[src/rtl/rr_mux_scheduler.sv]
// ----------------------------------------------------------------------------
// rr_mux_scheduler
// Round-robin scheduler for a shared 4-to-1, W-bit select datapath.
// Four requesters (u, v, w, x) compete for one output path. The winner holds
// the path for at most HOLD_CYCLES cycles, or less if it releases early.
// The select, the one-hot grant and the muxed data are all registered.
// ----------------------------------------------------------------------------
module rr_mux_scheduler #(
    parameter int W           = 2,
    parameter int HOLD_CYCLES = 4   // legal range 1..255
) (
    input  logic             clk,
    input  logic             reset,     // synchronous, active-high
    input  logic [3:0]       req,       // bit 0 = u, 1 = v, 2 = w, 3 = x
    input  logic [4*W-1:0]   data_in,   // {x, w, v, u}
    output logic [1:0]       sel,
    output logic [3:0]       grant,
    output logic [W-1:0]     data_out,
    output logic             valid,
    output logic             busy
);

    typedef enum logic {
        IDLE  = 1'b0,
        GRANT = 1'b1
    } state_t;

    // Value loaded into the hold counter when a grant starts. The grant ends
    // at the edge where the counter reads 0, so a grant with its request held
    // stays visible for exactly HOLD_CYCLES cycles.
    localparam logic [7:0] LP_RELOAD = 8'(HOLD_CYCLES - 1);

    state_t          r_state;
    logic [1:0]      r_ptr;
    logic [7:0]      r_cnt;
    logic [1:0]      r_sel;
    logic [3:0]      r_grant;
    logic [W-1:0]    r_data;
    logic            r_valid;

    logic [1:0]      w_scan_ptr;
    logic [1:0]      w_winner;
    logic            w_found;
    logic            w_grant_end;
    logic [W-1:0]    w_winner_data;
    logic [W-1:0]    w_held_data;

    // While a grant is ending, the pointer update (sel + 1) takes effect at
    // this same edge, so arbitration must already scan from the new start.
    // In IDLE the stored pointer is authoritative.
    assign w_scan_ptr  = (r_state == GRANT) ? (r_sel + 2'd1) : r_ptr;

    // The current holder gives up the path when it drops its request or
    // its hold budget is used up.
    assign w_grant_end = (r_state == GRANT) && (!req[r_sel] || (r_cnt == 8'd0));

    // Cyclic priority scan: first set request at or after w_scan_ptr wins.
    always_comb begin
        logic [1:0] v_idx;
        // NOTE: every combinational output gets a default before the loop so
        // no path leaves it unassigned, which would infer a latch.
        w_found  = 1'b0;
        w_winner = w_scan_ptr;
        for (int i = 0; i < 4; i++) begin
            v_idx = w_scan_ptr + 2'(i);
            if (!w_found && req[v_idx]) begin
                w_found  = 1'b1;
                w_winner = v_idx;
            end
        end
    end

    assign w_winner_data = data_in[int'(w_winner) * W +: W];
    assign w_held_data   = data_in[int'(r_sel) * W +: W];

    // Scheduler FSM with registered select, grant, data and valid.
    always_ff @(posedge clk) begin
        // NOTE: state registers use non-blocking assignments so every register
        // in this block samples the pre-edge values of the others.
        if (reset) begin
            r_state <= IDLE;
            r_ptr   <= 2'd0;
            r_cnt   <= 8'd0;
            r_sel   <= 2'd0;
            r_grant <= 4'b0000;
            r_data  <= '0;
            r_valid <= 1'b0;
        end else begin
            case (r_state)
                IDLE: begin
                    if (w_found) begin
                        r_state <= GRANT;
                        r_sel   <= w_winner;
                        r_grant <= 4'b0001 << w_winner;
                        r_data  <= w_winner_data;
                        r_cnt   <= LP_RELOAD;
                        r_valid <= 1'b1;
                    end
                end

                GRANT: begin
                    if (w_grant_end) begin
                        r_ptr <= r_sel + 2'd1;
                        if (w_found) begin
                            // Hand over without an idle bubble; the previous
                            // holder can win again if it is the only requester.
                            r_sel   <= w_winner;
                            r_grant <= 4'b0001 << w_winner;
                            r_data  <= w_winner_data;
                            r_cnt   <= LP_RELOAD;
                        end else begin
                            // Nobody is asking: sel and data keep their last values.
                            r_state <= IDLE;
                            r_grant <= 4'b0000;
                            r_valid <= 1'b0;
                        end
                    end else begin
                        r_cnt  <= r_cnt - 8'd1;
                        r_data <= w_held_data;
                    end
                end

                default: begin
                    r_state <= IDLE;
                end
            endcase
        end
    end

    assign sel      = r_sel;
    assign grant    = r_grant;
    assign data_out = r_data;
    assign valid    = r_valid;
    assign busy     = r_valid;

endmodule

[config.mk]
export PLATFORM = sky130hd
export DESIGN_NAME = rr_mux_scheduler
export DESIGN_NICKNAME = d
export VERILOG_FILES = /design/src/rtl/rr_mux_scheduler.sv
export SDC_FILE = /design/constraint.sdc
export NUM_CORES = 1
export LEC_CHECK = 0
export ABC_CLOCK_PERIOD_IN_PS = 2270
export CORE_MARGIN = 2
export CORE_UTILIZATION = 23
export CTS_CLUSTER_SIZE = 40
export DETAILED_ROUTE_END_ITERATION = 8
export PLACE_DENSITY_LB_ADDON = 0.1
export SETUP_SLACK_MARGIN = 0.1
export SYNTH_ARGS = -nofsm -noshare
export SYNTH_HDL_FRONTEND = slang
export SYNTH_SLANG_ARGS = --single-unit
[constraint.sdc]
create_clock -name clk -period 2.27 [get_ports clk]
set_input_delay 0.3405 -clock clk [delete_from_list [all_inputs] [get_ports clk]]
set_output_delay 0.3405 -clock clk [all_outputs]
set_load 0.005 [all_outputs]
==> impl_metrics.ini <==
[detailed_routing]
drc_errors = 0
met1_length_um = 1450
highest_layer = met4
avgViaCountPerCell = 4.81
wl_met2_um = 1490
num_vias = 1131
dr.pass1.iters = 4
wl_um = 3150
wl_met3_um = 162
drtIter0Drc = 78
wl_per_cell_um = 13.4
drtAntennaViolNets = 0

[synthesis]
syn_avg_cell_area_um2 = 9.26
synth_seq_area_share_pct = 32.3
ys.flop_type = dfxtp_1
synth_area_leaders = dfxtp_1, nor2_1, mux4_2
synth_cell_type_count = 41
syn-num-nets = 150
async_flop_share_pct = 0
syn-cell-area_um2 = 1240
yosysTopAreaCell = dfxtp_1
yosysMostFrequentCell = dfxtp_1
syn_inst = 134
ys_top_cells_by_count = dfxtp_1, nor2_1, a21oi_1
yosys_warnings = 0
synth_top_area_share_pct = 32.3
ys_ff_latch = 20
synth-edff-count = 0

[sta]
period_share_pct = 86.9
finalHoldViolCount = 0
setup_violations = 0
timing.setup.tns_ns = 0
worst_slew_pin_slew_ns = 0.567
rsz0062_at_grt = no
post-route-min-period_ns = 1.97
drv_slew = 0
max_slew_margin_pct = 62.1
fin_skew_ns = 0.00474
fmax_mhz = 507

[pwr]
p_sw_w = 0.000361
ir_drop_mv = 0.320
p_int_w = 0.000780
pwr-share-clk_pct = 24.3
combPwrFrac_pct = 37.4
power_w = 0.00114
swShare_pct = 31.6
p_leak_nw = 0.615
pwr-share-seq_pct = 38.2
p_per_area_nw_per_um2 = 703

[setup_path]
path_cells = clkdlybuf4s50_1 > buf_4 > inv_1 > o311ai_0 > a21oi_1 > nor4_4 > buf_4 > nor3_1
crit_arrival_ns = 2.10
r2r-end = sel[1]
r2r_slack_ns = 0.31
worst_path_most_repeated_cell = buf_4
r2r-start = r_cnt[4]
critPathMaxStageDelay_ns = 0.47
worstPathMaxFanout = 8
cpMaxStageDelayCell = clkdlybuf4s50_1
reg2reg_depth = 5
end_kind = flip-flop
worstSetupPathType = primary input to flip-flop
crit_required_ns = 2.40
cp-start-kind = primary input

[finish]
design_area_um2 = 1620
drive_gt1_share_pct = 21.8
fin_nets = 182
antenna_cells = 0
area_growth_pct = 30.7

[worst_hold_path]
min_from = r_cnt[0]
worstHoldEndpoint = r_cnt[0]
hp-class = flip-flop to flip-flop
min_path_cells = 1

[floorplan]
die-width_um = 77.5
io_pins = 24
core_um2 = 5170
die-area_um2 = 6000
die_y_um = 77.5
num_rows = 26
start_util_pct = 24.0

[placed_design]
io_buffers = 23
dp_hpwl_um = 2470
placed_area_um2 = 1550
place_congestion = 0.820

[clocking]
clock_sinks = 20
clk_pin_slew_worst_paths_ns = 0.08
cts_tree = done
insertion_delay_ns = 0.26
cts_inserted_buffers = 3
clk_path_buf_depth = 2
clock-root-buffer = clkbuf_8
htreeDepth = 1

[global_routing]
first_global_vias = 1165
grt_start_max_net_pins = 15
antenna_found_initial = 0
grt_use_total_pct = 11.3
gr-total-overflow = 0
grt_first_pass_wirelength_um = 5490

[run_status]
status = completed

[job]
max_cap_violations = 0
[metrics by stage]
stage,std cells,hold WS (ns),utilization (%),worst slack (ns)
4_1_cts,234,0.481,31.0,0.105
3_3_place_gp,230,0.462,29.9,0.0326
2_1_floorplan,134,0.438,-,0.299
5_1_grt,235,0.508,31.4,0.155
3_5_place_dp,230,0.462,29.9,-0.00910
6_report,235,0.488,31.4,0.296
[worst max path at each step]
stage | endpoint | cells past startpoint | startpoint | slack [ns]
final | sel[1] | 8 | req[0] | 0.30
after global routing | grant[1] | 8 | req[0] | 0.16
after CTS | grant[1] | 7 | r_cnt[1] | 0.10
after detailed placement | grant[1] | 6 | req[3] | -0.009
after global placement | grant[0] | 6 | req[3] | 0.03
after floorplan | grant[0] | 8 | r_cnt[0] | 0.30
[area by class of cell]
cell class                      instances  area (µm²)
Timing Repair Buffer                   36         328
Clock buffer                            4        55.1
Inverter                                5        18.8
Multi-Input combinational cell        100         732
Tap cell                               70        87.6
Fill cell                             534        3550
Sequential cell                        20         402
[worst max-delay path: cells and delay by family]
kind / cells / cell delay, ns
buffers and inverters: 4 / 0.86
AOI/OAI and AO/OA: 2 / 0.56
and+or+nand+nor: 2 / 0.33
[power by group through the flow]
stage,clock network (W),registers (W),logic (W)
final,0.000278,0.000436,0.000427
after global routing,0.000314,0.000444,0.000474
after CTS,0.000292,0.000435,0.000421
after detailed placement,0,0.000442,0.000418
after global placement,0,0.000445,0.000414
after floorplan,0,0.000430,0.000283
[routing by layer]
metal	vias to the layer above	track usage (%)
li1	569	-
met1	526	15.3
met5	-	0
met3	4	2.56
met4	0	3.21
met2	32	18.1
[cells in the final DEF, fill, tap and decap left out, types with 4 or more instances in the layout]
cell,n
a21oi_1,12
a22oi_1,5
buf_4,13
clkbuf_8,4
clkdlybuf4s50_1,23
dfxtp_1,19
mux2i_1,5
nand2_1,4
nor2_1,18
nor3_1,6
o21ai_0,7
[registers in the layout, summed over array words and instances (netlist names)]
signal    count
busy          1
data_out      2
grant         4
r_cnt         8
r_ptr         2
r_state       1
sel           2
[timing repair]
item,in CTS,in global routing
hold buffers,0,0
setup buffers,0,1
setup endpoints to repair,2,7
pin swaps,1,2
endpoints found under the hold margin,0,0
resized for setup,0,6
[cell families (layout without fill, tap and decap cells)]
| kind of cell | count (synthesis) | count (layout) | share of synthesized area [%] |
|---|---|---|---|
| AO/OA/AOI/OAI | 45 | 45 | 24.7 |
| XOR/XNOR | 1 | 1 | 0.706 |
| flip-flops | 20 | 20 | 32.3 |
| AND/OR/NAND/NOR | 43 | 43 | 20.4 |
| buffers and inverters | 14 | 45 | 9.58 |
| adder cells (fa/ha/maj) | 2 | 2 | 2.02 |
| multiplexers | 9 | 9 | 10.4 |
Power figures use the tool's default switching activity.
